==> src/rtl/alu_pkg.sv <==
// -----------------------------------------------------------------------------
// alu_pkg
// Shared definitions for the ALU writeback stage:
//   - 4-bit ALU opcode constants
//   - flag-update class enum and op_flag_class() decoder
//   - wb_entry_t, a register-file write record at the default widths
// No ports (package).
// -----------------------------------------------------------------------------
package alu_pkg;

    localparam int WB_DATA_W = 8;
    localparam int WB_ADDR_W = 3;

    // Shifts and rotates
    localparam logic [3:0] OP_SHL  = 4'b0000;
    localparam logic [3:0] OP_SHR  = 4'b0001;
    localparam logic [3:0] OP_ROL  = 4'b0010;
    localparam logic [3:0] OP_ROR  = 4'b0011;
    // Arithmetic
    localparam logic [3:0] OP_ADD  = 4'b1000;
    localparam logic [3:0] OP_ADC  = 4'b1001;
    localparam logic [3:0] OP_SUB  = 4'b1010;
    localparam logic [3:0] OP_SBC  = 4'b1011;
    // Logic
    localparam logic [3:0] OP_AND  = 4'b1100;
    localparam logic [3:0] OP_OR   = 4'b1101;
    localparam logic [3:0] OP_XOR  = 4'b1110;
    localparam logic [3:0] OP_ANDN = 4'b1111;

    // Which architectural flags an accepted result updates. Unassigned
    // opcodes (0100-0111) touch neither flag.
    typedef enum logic [1:0] {
        FLAGS_NONE = 2'd0,
        FLAGS_Z    = 2'd1,
        FLAGS_CZ   = 2'd2
    } flag_class_e;

    function automatic flag_class_e op_flag_class(input logic [3:0] op);
        flag_class_e cls;
        case (op)
            OP_ADD, OP_ADC, OP_SUB, OP_SBC,
            OP_SHL, OP_SHR:                  cls = FLAGS_CZ;
            OP_AND, OP_OR, OP_XOR, OP_ANDN,
            OP_ROL, OP_ROR:                  cls = FLAGS_Z;
            default:                         cls = FLAGS_NONE;
        endcase
        return cls;
    endfunction

    typedef struct packed {
        logic [WB_ADDR_W-1:0] addr;
        logic [WB_DATA_W-1:0] data;
    } wb_entry_t;

endpackage

==> src/rtl/alu_writeback_stage_if.sv <==
// -----------------------------------------------------------------------------
// alu_writeback_stage_if
// Bundles the two handshake channels of the writeback stage:
//   ALU result channel : in_valid/in_ready, alu_result, alu_carry, alu_zero,
//                        alu_op, dest_reg, wr_req
//   Register-file port : rf_wr_valid/rf_wr_ready, rf_wr_addr, rf_wr_data
// Modports:
//   slave  - the writeback stage (consumes results, drives the write port)
//   master - the environment (ALU issues results, register file accepts writes)
// -----------------------------------------------------------------------------
interface alu_writeback_stage_if #(
    parameter int DATA_W     = 8,
    parameter int REG_ADDR_W = 3
);
    logic                  in_valid;
    logic                  in_ready;
    logic [DATA_W-1:0]     alu_result;
    logic                  alu_carry;
    logic                  alu_zero;
    logic [3:0]            alu_op;
    logic [REG_ADDR_W-1:0] dest_reg;
    logic                  wr_req;

    logic                  rf_wr_valid;
    logic                  rf_wr_ready;
    logic [REG_ADDR_W-1:0] rf_wr_addr;
    logic [DATA_W-1:0]     rf_wr_data;

    modport slave (
        input  in_valid, alu_result, alu_carry, alu_zero, alu_op, dest_reg,
               wr_req, rf_wr_ready,
        output in_ready, rf_wr_valid, rf_wr_addr, rf_wr_data
    );

    modport master (
        output in_valid, alu_result, alu_carry, alu_zero, alu_op, dest_reg,
               wr_req, rf_wr_ready,
        input  in_ready, rf_wr_valid, rf_wr_addr, rf_wr_data
    );
endinterface

==> src/rtl/wb_fifo.sv <==
// -----------------------------------------------------------------------------
// wb_fifo
// DEPTH-entry synchronous FIFO of register-file writes {addr, data}.
// DEPTH must be a power of two (2..8) so the pointers wrap naturally.
// Ports:
//   clk, rst            clock, synchronous active-high reset
//   push, push_addr/data enqueue at the tail (caller guarantees !full)
//   pop                 dequeue at the head (caller guarantees !empty)
//   head_addr/data      head entry contents
//   count, full, empty  occupancy
//   entry_valid[i]      slot i currently holds a queued write
//   entry_addr[i]       destination stored in slot i
// -----------------------------------------------------------------------------
module wb_fifo #(
    parameter int DEPTH  = 2,
    parameter int DATA_W = 8,
    parameter int ADDR_W = 3,
    localparam int PTR_W = (DEPTH > 1) ? $clog2(DEPTH) : 1,
    localparam int CNT_W = $clog2(DEPTH + 1)
) (
    input  logic              clk,
    input  logic              rst,
    input  logic              push,
    input  logic [ADDR_W-1:0] push_addr,
    input  logic [DATA_W-1:0] push_data,
    input  logic              pop,
    output logic [ADDR_W-1:0] head_addr,
    output logic [DATA_W-1:0] head_data,
    output logic [CNT_W-1:0]  count,
    output logic              full,
    output logic              empty,
    output logic [DEPTH-1:0]  entry_valid,
    output logic [ADDR_W-1:0] entry_addr [DEPTH]
);

    typedef struct packed {
        logic [ADDR_W-1:0] addr;
        logic [DATA_W-1:0] data;
    } entry_t;

    entry_t     mem [DEPTH];
    logic [PTR_W-1:0] head;
    logic [PTR_W-1:0] tail;

    // NOTE: the storage array has no reset; entry_valid/count decide which
    // slots mean anything, so stale contents are never observed as valid.
    always_ff @(posedge clk) begin
        if (push) begin
            mem[tail] <= '{addr: push_addr, data: push_data};
        end
    end

    // NOTE: sequential state uses non-blocking assignments so every flop
    // samples the pre-edge values regardless of statement order.
    always_ff @(posedge clk) begin
        if (rst) begin
            head        <= '0;
            tail        <= '0;
            count       <= '0;
            entry_valid <= '0;
        end else begin
            // A slot is never pushed and popped in the same cycle: that would
            // need head == tail with the FIFO both empty and non-empty.
            if (push) begin
                tail              <= tail + PTR_W'(1);
                entry_valid[tail] <= 1'b1;
            end
            if (pop) begin
                head              <= head + PTR_W'(1);
                entry_valid[head] <= 1'b0;
            end
            case ({push, pop})
                2'b10:   count <= count + CNT_W'(1);
                2'b01:   count <= count - CNT_W'(1);
                default: count <= count;
            endcase
        end
    end

    assign full      = (count == CNT_W'(DEPTH));
    assign empty     = (count == '0);
    assign head_addr = mem[head].addr;
    assign head_data = mem[head].data;

    for (genvar i = 0; i < DEPTH; i++) begin : g_addr
        assign entry_addr[i] = mem[i].addr;
    end

endmodule

==> src/rtl/alu_writeback_stage.sv <==
// -----------------------------------------------------------------------------
// alu_writeback_stage
// Downstream stage of the 8-bit ALU: captures each result, maintains the
// architectural carry/zero flags and queues register-file writes in a small
// FIFO drained through a valid/ready write port.
// Ports:
//   clk, rst       clock, synchronous active-high reset
//   bus (slave)    ALU result channel + register-file write port
//   carry_flag     architectural C (feeds ALU carryIn)
//   zero_flag      architectural Z
//   pending_mask   bit r set while any queued write targets register r
// Build option:
//   ALU_WB_BYPASS_EN  when defined, a write accepted while the FIFO is empty
//                     is presented on the write port in the same cycle and
//                     skips the FIFO if the register file takes it at once.
// -----------------------------------------------------------------------------
module alu_writeback_stage
    import alu_pkg::*;
#(
    parameter int DATA_W     = 8,
    parameter int REG_ADDR_W = 3,
    parameter int DEPTH      = 2,
    localparam int NUM_REGS  = 2 ** REG_ADDR_W,
    localparam int CNT_W     = $clog2(DEPTH + 1)
) (
    input  logic                clk,
    input  logic                rst,
    alu_writeback_stage_if.slave bus,
    output logic                carry_flag,
    output logic                zero_flag,
    output logic [NUM_REGS-1:0] pending_mask
);

    logic                  in_ready;
    logic                  accept;
    logic                  push;
    logic                  pop;
    logic                  rf_wr_valid;
    logic [REG_ADDR_W-1:0] head_addr;
    logic [DATA_W-1:0]     head_data;
    logic [CNT_W-1:0]      count;
    logic                  full;
    logic                  empty;
    logic [DEPTH-1:0]      entry_valid;
    logic [REG_ADDR_W-1:0] entry_addr [DEPTH];

    // Registered occupancy only: in_ready never looks at rf_wr_ready, so a
    // full FIFO refuses input even in a cycle where it also drains.
    assign in_ready = (count != CNT_W'(DEPTH)) && !rst;
    assign accept   = bus.in_valid && in_ready;

`ifdef ALU_WB_BYPASS_EN
    logic bypass;

    assign bypass      = empty && accept && bus.wr_req;
    assign rf_wr_valid = (!empty && !rst) || bypass;
    assign pop         = !empty && !rst && bus.rf_wr_ready;
    // A bypassed write taken immediately never occupies a slot.
    assign push        = accept && bus.wr_req && !full
                         && !(bypass && bus.rf_wr_ready);
    assign bus.rf_wr_addr = empty ? bus.dest_reg   : head_addr;
    assign bus.rf_wr_data = empty ? bus.alu_result : head_data;
`else
    assign rf_wr_valid = !empty && !rst;
    assign pop         = rf_wr_valid && bus.rf_wr_ready;
    assign push        = accept && bus.wr_req && !full;
    assign bus.rf_wr_addr = head_addr;
    assign bus.rf_wr_data = head_data;
`endif

    assign bus.in_ready    = in_ready;
    assign bus.rf_wr_valid = rf_wr_valid;

    wb_fifo #(
        .DEPTH  (DEPTH),
        .DATA_W (DATA_W),
        .ADDR_W (REG_ADDR_W)
    ) u_fifo (
        .clk         (clk),
        .rst         (rst),
        .push        (push),
        .push_addr   (bus.dest_reg),
        .push_data   (bus.alu_result),
        .pop         (pop),
        .head_addr   (head_addr),
        .head_data   (head_data),
        .count       (count),
        .full        (full),
        .empty       (empty),
        .entry_valid (entry_valid),
        .entry_addr  (entry_addr)
    );

    // Flags follow every accepted result, including flags-only (wr_req=0)
    // compares; a stalled result leaves them untouched.
    always_ff @(posedge clk) begin
        if (rst) begin
            carry_flag <= 1'b0;
            zero_flag  <= 1'b0;
        end else if (accept) begin
            case (op_flag_class(bus.alu_op))
                FLAGS_CZ: begin
                    carry_flag <= bus.alu_carry;
                    zero_flag  <= bus.alu_zero;
                end
                FLAGS_Z: begin
                    zero_flag  <= bus.alu_zero;
                end
                default: ;
            endcase
        end
    end

    // NOTE: pending_mask gets a full default before the loop so no bit is
    // left unassigned on any path, which would otherwise infer a latch.
    always_comb begin
        pending_mask = '0;
        for (int i = 0; i < DEPTH; i++) begin
            if (entry_valid[i]) begin
                pending_mask[entry_addr[i]] = 1'b1;
            end
        end
    end

endmodule

==> src/flat_wrapper.sv <==
// flat-port wrapper written by rule: the top's interface ports become plain ports
module alu_writeback_stage_flat import alu_pkg::*;
#(
    parameter int DATA_W     = 8,
    parameter int REG_ADDR_W = 3,
    parameter int DEPTH      = 2,
    localparam int NUM_REGS  = 2 ** REG_ADDR_W,
    localparam int CNT_W     = $clog2(DEPTH + 1)
)
  (clk, rst, carry_flag, zero_flag, pending_mask, bus_in_valid, bus_alu_result, bus_alu_carry, bus_alu_zero, bus_alu_op, bus_dest_reg, bus_wr_req, bus_rf_wr_ready, bus_in_ready, bus_rf_wr_valid, bus_rf_wr_addr, bus_rf_wr_data);
  alu_writeback_stage_if #(.DATA_W(DATA_W), .REG_ADDR_W(REG_ADDR_W)) bus_i ();
  input  logic clk;
  input  logic rst;
  output logic carry_flag;
  output logic zero_flag;
  output logic [NUM_REGS-1:0] pending_mask;
  input wire logic [$bits(bus_i.in_valid)-1:0] bus_in_valid;
  input wire logic [$bits(bus_i.alu_result)-1:0] bus_alu_result;
  input wire logic [$bits(bus_i.alu_carry)-1:0] bus_alu_carry;
  input wire logic [$bits(bus_i.alu_zero)-1:0] bus_alu_zero;
  input wire logic [$bits(bus_i.alu_op)-1:0] bus_alu_op;
  input wire logic [$bits(bus_i.dest_reg)-1:0] bus_dest_reg;
  input wire logic [$bits(bus_i.wr_req)-1:0] bus_wr_req;
  input wire logic [$bits(bus_i.rf_wr_ready)-1:0] bus_rf_wr_ready;
  output wire logic [$bits(bus_i.in_ready)-1:0] bus_in_ready;
  output wire logic [$bits(bus_i.rf_wr_valid)-1:0] bus_rf_wr_valid;
  output wire logic [$bits(bus_i.rf_wr_addr)-1:0] bus_rf_wr_addr;
  output wire logic [$bits(bus_i.rf_wr_data)-1:0] bus_rf_wr_data;
  assign bus_i.in_valid = bus_in_valid;
  assign bus_i.alu_result = bus_alu_result;
  assign bus_i.alu_carry = bus_alu_carry;
  assign bus_i.alu_zero = bus_alu_zero;
  assign bus_i.alu_op = bus_alu_op;
  assign bus_i.dest_reg = bus_dest_reg;
  assign bus_i.wr_req = bus_wr_req;
  assign bus_i.rf_wr_ready = bus_rf_wr_ready;
  assign bus_in_ready = bus_i.in_ready;
  assign bus_rf_wr_valid = bus_i.rf_wr_valid;
  assign bus_rf_wr_addr = bus_i.rf_wr_addr;
  assign bus_rf_wr_data = bus_i.rf_wr_data;
  alu_writeback_stage #(.DATA_W(DATA_W), .REG_ADDR_W(REG_ADDR_W), .DEPTH(DEPTH)) u_core (.clk(clk), .rst(rst), .bus(bus_i), .carry_flag(carry_flag), .zero_flag(zero_flag), .pending_mask(pending_mask));
endmodule
==> config.mk <==
export PLATFORM = sky130hd
export DESIGN_NAME = alu_writeback_stage_flat
export DESIGN_NICKNAME = d
export VERILOG_FILES = /design/src/rtl/alu_pkg.sv /design/src/rtl/alu_writeback_stage_if.sv /design/src/rtl/wb_fifo.sv /design/src/rtl/alu_writeback_stage.sv /design/src/flat_wrapper.sv
export SDC_FILE = /design/constraint.sdc
export NUM_CORES = 1
export LEC_CHECK = 0
export ABC_CLOCK_PERIOD_IN_PS = 3960
export BUFFER_PORTS_ARGS = -buffer_cell sky130_fd_sc_hd__buf_2
export CORE_ASPECT_RATIO = 1.25
export CORE_MARGIN = 10
export CORE_UTILIZATION = 53
export CTS_CLUSTER_DIAMETER = 50
export DETAILED_ROUTE_END_ITERATION = 10
export PLACE_DENSITY = 0.82
export SLEW_MARGIN = 10
export SYNTH_ARGS = -nofsm -noshare
export SYNTH_HDL_FRONTEND = slang
export SYNTH_SLANG_ARGS = --single-unit
==> constraint.sdc <==
create_clock -name clk -period 3.96 [get_ports clk]
set_clock_uncertainty 0.05 [all_clocks]
set_input_delay 0.792 -clock clk [delete_from_list [all_inputs] [get_ports clk]]
set_output_delay 0.792 -clock clk [all_outputs]
set_load 0.02 [all_outputs]
==> flow_metrics.tcl, run 1 <==
set metrics [dict create \
    drt.antenna.violating_nets 0 \
    groute.layer.met2.usage_pct 22.5 \
    initial_core_util_pct 55.2 \
    grtUsageMet3_pct 5.29 \
    ctsHoldBuffers 0 \
    grt_setup_unrepaired "no" \
    grt_overflow_total 0 \
    final_cell_area_um2 1660 \
    critical_path_arrival_ns 1.51 \
    cp-endpoint "bus_rf_wr_addr[1]" \
    design.portCount 45 \
    async_flop_share_pct 0 \
    synth.area.mux_share_pct 9.89 \
    critPathRequiredTime_ns 3.12 \
    ys_ff_latch 31 \
    route.detailed.drc 0 \
    syn_nets 131 \
    synth_enable_flop_cells 22 \
    fp-row-count 20 \
    post_synth_xor_area_fraction_pct 1.29 \
    overall_die_width_um 65.2 \
    num_vias 1054 \
    timing.setup.tns_ns 0 \
    io_buffers 43 \
    worstSetupPathType "flop to primary output" \
    tot_gr_track_use_pct 12.0 \
    hpwlAfterDp_um 2420 \
    ir_worst_vdd_v 0.000297 \
    initial_antenna_violation_count 0 \
    drive_above_1_share_pct 40.4 \
    synth.distinct_cells 29 \
    reg_to_reg_slack_setup_ns 1.89 \
    run_status "complete, no violations" \
    drtIter0Drc 134 \
    tritoncts "yes" \
    crit-reg2reg-launch "u_core.u_fifo.count[0]$_SDFFE_PP0P_" \
    global_route_wire_length_before_repair_um 4810 \
    final_hold_viol_count 0 \
    yosys-top-cells-area "sky130_fd_sc_hd__edfxtp_1, sky130_fd_sc_hd__dfxtp_1, sky130_fd_sc_hd__mux2_2" \
    placedInstanceArea_um2 1600 \
    p_leak_uw 0.000664 \
    synth.yosys.seq_area_share_pct 62.1 \
    n_antenna_cell 0 \
    cts-resized-gates 0 \
    synth-compound-area-share_pct 11.3 \
    setup.worst_path.start_class "flop" \
    synth_flop_cell "sky130_fd_sc_hd__edfxtp_1" \
    routed_wirelength_um 3070 \
    timing.fmax_mhz 425 \
    syn_area_um2 1350 \
    cts_num_sinks 31 \
    drt_first_pass_iters 4 \
    power_density_nw_per_um2 369 \
    ctsLongestPathBuffers 2 \
    grt_max_degree 13 \
    clk-insertion-delay-late_ns 0.31 \
    avgSynthCellArea_um2 12.7 \
    yosysWarningCount 0 \
    reg2reg_depth 3 \
    synthMostInstantiatedCell "sky130_fd_sc_hd__edfxtp_1" \
    cts.root.buffer_cell "sky130_fd_sc_hd__clkbuf_4" \
    crit-reg2reg-capture "u_core.u_fifo.mem[0][1]$_DFFE_PP_" \
    path_clk_slew_ns 0.09 \
    drv_slew 0 \
    die-area_um2 4990 \
    synth_simple_gate_area_share_pct 11.6 \
    endpoint_kind "primary output" \
    worst-path-max-fanout 11 \
    synth.top_cell.area_share_pct 48.8 \
    period_needed_ns 2.35 \
    cts.repair_timing.setup_buffer_count 0 \
    setup-violations-final 0 \
    cts_htree_levels 2 \
    dr_vias_cell 5.58 \
    post_synthesis_to_final_layout_area_growth_pct 22.6 \
    total_power_uw 613 \
    gr-max-usage-layer "met2" \
    worst_pin_slew_ns 0.931 \
    yosys.area_share.adder_pct 1.85 \
    layout.core_utilization_pct 67.7 \
    routed_wire_length_per_instance_um 16.2 \
    vias_in_the_first_global_route 1079 \
    post_synth_most_frequent_cells "sky130_fd_sc_hd__edfxtp_1, sky130_fd_sc_hd__mux2_2, sky130_fd_sc_hd__dfxtp_1" \
    max-cap-violations 0 \
    relSlewSlack_pct 37.7 \
    worstHoldPathType "flop to flop" \
    main_combinational_cell_family_by_area_after_synthesis "simple AND/OR/NAND/NOR gates" \
    netlist_instances 107 \
    whs_ns 0.439 \
    post-synth-top-area-cell "sky130_fd_sc_hd__edfxtp_1" \
    die_height_um 76.5 \
    finalWeightedCongestion 0.797 \
    cts-buffers-inserted 5 \
    grt_use_met1_pct 11.1 \
    period_share_pct 59.4 \
    design.final.nets 179 \
    design.core.area_um2 2450 \
]
[stage by stage]
stage	setup slack (ns)	instances
detailed placement	1.34	181
floorplan	1.84	107
finish	1.61	189
global placement	1.45	181
global route	1.54	189
CTS	1.59	189
[sequential cells by signal, indices dropped and copies added (netlist names), named ones only]
| name | count |
|---|---|
| u_core.u_fifo.entry_valid | 2 |
| u_core.u_fifo.mem | 22 |
| u_core.u_fifo.tail | 1 |
| u_core.u_fifo.head | 1 |
| u_core.carry_flag | 1 |
| u_core.u_fifo.count | 2 |
| u_core.zero_flag | 1 |
[routing by layer]
layer / routed length [µm] / up-vias
met5: 0 / -
met4: 28 / 0
met3: 215 / 2
met2: 1730 / 47
met1: 1100 / 506
li1: - / 499
[cell families after synthesis]
| kind of cell | Yosys count |
|---|---|
| flip-flops | 31 |
| XOR/XNOR | 2 |
| AND/OR/NAND/NOR | 30 |
| adder cells (fa/ha/maj) | 2 |
| AO/OA/AOI/OAI | 23 |
| multiplexers | 12 |
| buffers and inverters | 7 |
[worst min path at each step]
stage | startpoint | end | slack [ns] | cells after the start
4_1_cts | u_core.carry_flag$_SDFFE_PP0P_ | u_core.carry_flag$_SDFFE_PP0P_ | 0.44 | 2
6_report | u_core.carry_flag$_SDFFE_PP0P_ | u_core.carry_flag$_SDFFE_PP0P_ | 0.44 | 2
5_1_grt | u_core.carry_flag$_SDFFE_PP0P_ | u_core.carry_flag$_SDFFE_PP0P_ | 0.46 | 2
3_3_place_gp | u_core.carry_flag$_SDFFE_PP0P_ | u_core.carry_flag$_SDFFE_PP0P_ | 0.41 | 2
3_5_place_dp | u_core.carry_flag$_SDFFE_PP0P_ | u_core.carry_flag$_SDFFE_PP0P_ | 0.42 | 2
2_1_floorplan | u_core.u_fifo.head$_SDFFE_PP0P_ | u_core.u_fifo.entry_valid[1]$_SDFF_PP0_ | 0.40 | 1
[critical path: stages (launching register included)]
cell and delay, ns:
sky130_fd_sc_hd__dfxtp_1 0.63, sky130_fd_sc_hd__mux2_2 0.40, sky130_fd_sc_hd__buf_2 0.16
[cell usage in the layout, fill, tap and decap left out, drive strengths merged, types with 2 or more instances in the layout]
master	synthesis	routed
edfxtp	22	22
a21oi	7	7
inv	5	5
o22ai	4	4
dfxtp	9	9
a41oi	2	2
or3	2	2
o21ai	3	3
nor2b	2	2
nand3	2	2
nand2	7	7
nor2	5	5
ha	2	2
o32ai	4	4
buf	1	43
nor3	2	2
nand2b	6	6
clkbuf	1	7
mux2	11	11
[final cells by class]
class                           count  area (µm²)
Timing Repair Buffer               43         215
Fill cell                         210         792
Clock buffer                        7        55.1
Tap cell                           33        41.3
Inverter                            5        18.8
Clock inverter                      1        3.75
Sequential cell                    31         841
Multi-Input combinational cell     69         485
[where the power goes]
| part | leakage (µW) | internal [µW] | switching, µW |
|---|---|---|---|
| combinational | 0.000358 | 29.6 | 38.5 |
| clock | 0.0000329 | 85.0 | 94.4 |
| sequential | 0.000273 | 357 | 8.56 |
Note: power is estimated with default switching activity, not from simulation.
==> run 2: changes to the inputs <==
- ABC_CLOCK_PERIOD_IN_PS: 3960 -> 2220
- CORE_UTILIZATION: 53 -> 49
- PLACE_DENSITY: 0.82 -> 0.77
- clock period: 3.96 -> 2.22 ns (I/O delays scaled with it)
==> run 2 against run 1 <==
Net effect:
- total power increased by 74%
- critical path depth unchanged
- sequential share of layout area decreased by 0.45 points
- non-clock buffer count increased by 3
- first-iteration DRC count decreased by 60%
- clock-buffer cell count decreased by 1
- setup slack got worse by 1.4 ns
- combinational power increased by 79%
- final cell count increased by 2.1%
- clock power increased by 64%
- register-to-register slack got worse by 1.5 ns
- global-route usage decreased by 1.1 points
- critical endpoint is now bus_rf_wr_data[1]
- largest power group unchanged
==> flow_metrics.tcl, run 2 (synthesis results as in run 1) <==
set metrics [dict create \
    finalWeightedCongestion 0.908 \
    critical_path_arrival_ns 1.50 \
    grt_overflow_total 0 \
    grt_setup_unrepaired "no" \
    ir_worst_vdd_v 0.000498 \
    placedInstanceArea_um2 1630 \
    clockPowerShare_pct 27.5 \
    worstSetupPathType "flop to primary output" \
    cts.root.buffer_cell "sky130_fd_sc_hd__clkbuf_4" \
    cts-buffers-inserted 5 \
    drt.antenna.violating_nets 0 \
    clk-insertion-delay-late_ns 0.32 \
    critical_path_cell_count 2 \
    io_buffers 43 \
    run_status "complete, no violations" \
    timing.fmax_mhz 502 \
    period_share_pct 89.7 \
    endpoint_kind "primary output" \
    num_vias 1016 \
    ctsLongestPathBuffers 2 \
    grt_max_degree 13 \
    switching_share_pct 24.0 \
    ctsHoldBuffers 0 \
    worstHoldPathType "input pin to flop" \
    timing.setup.tns_ns 0 \
    mostFrequentLayoutCell "sky130_fd_sc_hd__buf_2" \
    setup.worst_path.start_class "flop" \
    design.final.nets 182 \
    worst-path-max-fanout 11 \
    critical_path.cell_chain "mux2_2, buf_2" \
    routed_wirelength_um 2930 \
    drt_first_pass_iters 4 \
    drtIter0Drc 54 \
    design.portCount 45 \
    path_clk_slew_ns 0.09 \
    die_height_um 78.8 \
    final_hold_viol_count 0 \
    register_ranked_first_by_flip_flop_count "u_core.u_fifo.mem" \
    route.detailed.drc 0 \
    drv_slew 0 \
    cts.repair_timing.setup_buffer_count 0 \
    relSlewSlack_pct 68.3 \
    cts_num_sinks 31 \
    power_density_nw_per_um2 637 \
    period_needed_ns 1.99 \
    net-switching-power_uw 256 \
    largest_register_ffs 22 \
    overall_die_width_um 67.0 \
    n_antenna_cell 0 \
    path_delay_family "flip-flops" \
    setup-violations-final 0 \
    tot_gr_track_use_pct 10.9 \
    critPathRequiredTime_ns 1.73 \
    critical_path.slowest_cell "sky130_fd_sc_hd__dfxtp_1" \
    final_cell_mix "sky130_fd_sc_hd__buf_2, sky130_fd_sc_hd__edfxtp_1, sky130_fd_sc_hd__mux2_2" \
    fp-row-count 21 \
    critical_path.n_buffers_inverters 1 \
    routed_wire_length_per_instance_um 15.2 \
    p_leak_uw 0.000677 \
    whs_path_depth 1 \
    die-area_um2 5280 \
    global_route_wire_length_before_repair_um 4490 \
    seq_power_share_pct 61.1 \
    tritoncts "yes" \
    combPwrFrac_pct 11.4 \
    cts-resized-gates 0 \
    slowest_delay_ns 0.62 \
    largestRegisters "u_core.u_fifo.mem x22, u_core.u_fifo.count x2, u_core.u_fifo.entry_valid x2" \
    initial_core_util_pct 51.0 \
    dr_vias_cell 5.26 \
    design.core.area_um2 2650 \
    hpwlAfterDp_um 2350 \
    post_synthesis_to_final_layout_area_growth_pct 23.8 \
    vias_in_the_first_global_route 1102 \
    p_int_uw 811 \
    max-cap-violations 0 \
    cts_htree_levels 2 \
    worst_pin_slew_ns 0.475 \
    final_cell_area_um2 1680 \
    drive_above_1_share_pct 41.5 \
    initial_antenna_violation_count 0 \
    reg2reg_depth 5 \
]
[run 2: layout make-up]
type	instances	area, µm²
inverters	5	18.8
clock inverters	2	8.76
clock buffers	6	41.3
flip-flops and latches	31	841
well taps	34	42.5
fillers	234	978
multi-input cells	69	485
repair buffers	46	238
[run 2: final timing paths]
kind | startpoint | to | slack (ns)
worst min-delay path | bus_alu_result[1] | u_core.u_fifo.mem[1][1]$_DFFE_PP_ | 0.26
worst max-delay path | flop | bus_rf_wr_data[1] | 0.23
worst max register to register | u_core.u_fifo.count[0]$_SDFFE_PP0P_ | u_core.u_fifo.count[1]$_SDFFE_PP0P_ | 0.37
worst min register to register | u_core.u_fifo.tail$_SDFFE_PP0N_ | u_core.u_fifo.tail$_SDFFE_PP0N_ | 0.45
[run 2: routing by layer]
metal | vias up | global-route usage [%] | part of all wire [%]
li1 | 507 | - | -
met1 | 477 | 9.54 | 37
met2 | 27 | 20.1 | 55
met3 | 5 | 4.07 | 6.8
met4 | 0 | 6.38 | 1.6
met5 | - | 0 | 0
[run 2: metrics by stage]
step,worst slack [ns],hold slack (ns),util (%),std cells,total power [µW]
global route,0.118,0.241,63.1,193,1120
floorplan,0.479,0.400,-,107,737
finish,0.229,0.256,63.1,193,1070
detailed placement,0.176,0.437,61.2,185,788
global placement,0.285,0.409,61.2,185,782
CTS,0.193,0.240,63.1,193,1090
[run 2: power groups by stage]
stage                     sequential, µW  clock [µW]  combinational (µW)
after global routing                 655         328                 133
after global placement               664           0                 118
after detailed placement             665           0                 123
after CTS                            652         310                 124
after floorplan                      662           0                75.1
final                                652         293                 122
==> run 3: changes to the inputs <==
- ABC_CLOCK_PERIOD_IN_PS: 2220 -> 2100
- PLACE_DENSITY: 0.77 -> 0.83
- clock period: 2.22 -> 2.1 ns (I/O delays scaled with it)
==> run 3 against run 2 <==
Net effect:
- die area stayed put
- critical path depth stayed put
- final cell count is 0.52% higher
- first-iteration DRC count grew to 2.5 times the previous value
- setup slack worse by 0.086 ns
- clock-buffer cell count stayed put
- sequential power is 5.7% higher
- sequential share of layout area is 1.3 points lower
- critical endpoint is now bus_rf_wr_addr[0]
- largest power group unchanged
- highest routed layer unchanged
==> flow_metrics.tcl, run 3 (synthesis results as in run 1) <==
set metrics [dict create \
    run_status "complete, no violations" \
    switching_share_pct 21.7 \
    drive_above_1_share_pct 43.1 \
    period_needed_ns 1.96 \
    ir_worst_vdd_v 0.000527 \
    drtIter0Drc 135 \
    grt_overflow_total 0 \
    routed_wirelength_um 2980 \
    setup.worst_path.start_class "flop" \
    grt_setup_unrepaired "no" \
    overall_die_width_um 67.0 \
    hpwlAfterDp_um 2380 \
    seq_power_share_pct 53.2 \
    vias_in_the_first_global_route 1132 \
    crit-reg2reg-launch "u_core.u_fifo.count[0]$_SDFFE_PP0P_" \
    p_int_uw 1010 \
    post_synthesis_to_final_layout_area_growth_pct 27.0 \
    fp-row-count 21 \
    worstSetupPathType "flop to primary output" \
    tot_gr_track_use_pct 11.6 \
    drt_first_pass_iters 4 \
    setup-violations-final 0 \
    layout.core_utilization_pct 64.8 \
    p_leak_uw 0.000701 \
    path_clk_slew_ns 0.09 \
    endpoint_kind "primary output" \
    routed_wire_length_per_instance_um 15.3 \
    setup_slack_ns 0.143 \
    worstHoldPathType "input pin to flop" \
    initial_antenna_violation_count 0 \
    final_cell_mix "sky130_fd_sc_hd__buf_2, sky130_fd_sc_hd__edfxtp_1, sky130_fd_sc_hd__mux2_2" \
    tritoncts "yes" \
    grt_max_degree 13 \
    combPwrFrac_pct 10.0 \
    register_ranked_first_by_flip_flop_count "u_core.u_fifo.mem" \
    reg2reg_depth 5 \
    worst_pin_slew_ns 0.459 \
    largest_register_ffs 22 \
    capture_endpoint_of_the_worst_hold_path "u_core.u_fifo.mem[0][2]$_DFFE_PP_" \
    clk-insertion-delay-late_ns 0.32 \
    timing.fmax_mhz 511 \
    crit-reg2reg-capture "u_core.u_fifo.count[1]$_SDFFE_PP0P_" \
    cts-resized-gates 0 \
    design.core.area_um2 2650 \
    critical_path_arrival_ns 1.49 \
    placedInstanceArea_um2 1630 \
    design.final.nets 183 \
    dp_worst_setup_slack_ns 0.140 \
    finalWeightedCongestion 0.841 \
    cts.repair_timing.setup_buffer_count 0 \
    initial_core_util_pct 51.0 \
    cts_num_sinks 31 \
    drt.antenna.violating_nets 0 \
    n_antenna_cell 0 \
    ctsLongestPathBuffers 2 \
    design.portCount 45 \
    drv_slew 0 \
    reg_to_reg_slack_setup_ns 0.25 \
    timing.setup.tns_ns 0 \
    route.detailed.drc 0 \
    clockPowerShare_pct 36.7 \
    largestRegisters "u_core.u_fifo.mem x22, u_core.u_fifo.count x2, u_core.u_fifo.entry_valid x2" \
    net-switching-power_uw 281 \
    global_route_wire_length_before_repair_um 4860 \
    dr_vias_cell 5.46 \
    whs_path_depth 1 \
    final_cell_area_um2 1720 \
    relSlewSlack_pct 69.3 \
    mostFrequentLayoutCell "sky130_fd_sc_hd__buf_2" \
    period_share_pct 93.2 \
    power_density_nw_per_um2 753 \
    ctsHoldBuffers 0 \
    io_buffers 43 \
    max-cap-violations 0 \
    timing.hold.worst.start "bus_alu_result[2]" \
    die-area_um2 5280 \
    final_hold_viol_count 0 \
    placed_instances 186 \
    num_vias 1059 \
    cts_htree_levels 2 \
    cts-buffers-inserted 5 \
    final-instance-count-excl-fill 194 \
    die_height_um 78.8 \
    critPathRequiredTime_ns 1.63 \
    cts.root.buffer_cell "sky130_fd_sc_hd__clkbuf_4" \
    worst-path-max-fanout 11 \
]
-- run 3: through the flow --
step	power [µW]	hold WS (ns)
2_1_floorplan	779	0.400
3_3_place_gp	826	0.409
3_5_place_dp	834	0.422
4_1_cts	1300	0.219
5_1_grt	1340	0.215
6_report	1290	0.233
-- run 3: layout make-up --
type | instances | area (µm²)
inverter | 5 | 18.8
clock buffer | 6 | 51.3
tap | 34 | 42.5
multi-input combinational | 69 | 485
clock inverter | 2 | 35.0
fill | 226 | 935
timing repair buffer | 47 | 245
sequential | 31 | 841
-- run 3: worst max-delay path by stage --
stage	endpoint	slack, ns	startpoint	cells after the start
after global placement	u_core.u_fifo.count[1]$_SDFFE_PP0P_	0.20	rst	6
after floorplan	u_core.u_fifo.mem[1][0]$_DFFE_PP_	0.38	bus_wr_req	3
after CTS	bus_rf_wr_data[4]	0.09	flop	2
final	bus_rf_wr_addr[0]	0.14	flop	2
after global routing	bus_rf_wr_addr[0]	0.02	flop	2
after detailed placement	u_core.u_fifo.count[1]$_SDFFE_PP0P_	0.14	rst	7
-- run 3: critical path: stages, from the launching register on --
cell and delay [ns]:
sky130_fd_sc_hd__dfxtp_1 0.61, sky130_fd_sc_hd__mux2_2 0.39, sky130_fd_sc_hd__buf_2 0.16
-- run 3: metal layers --
| layer | share of wire [%] | vias up | track usage [%] |
|---|---|---|---|
| li1 | - | 514 | - |
| met1 | 35 | 502 | 10.4 |
| met2 | 56 | 36 | 21.8 |
| met3 | 7.7 | 7 | 4.49 |
| met4 | 1.6 | 0 | 5.35 |
| met5 | 0 | - | 0 |
-- run 3: power by group through the flow --
stage / clock, µW / combinational [µW] / sequential, µW
after global placement: 0 / 124 / 702
after CTS: 484 / 131 / 690
after detailed placement: 0 / 130 / 704
final: 476 / 130 / 689
after global routing: 508 / 143 / 693
after floorplan: 0 / 79.3 / 700
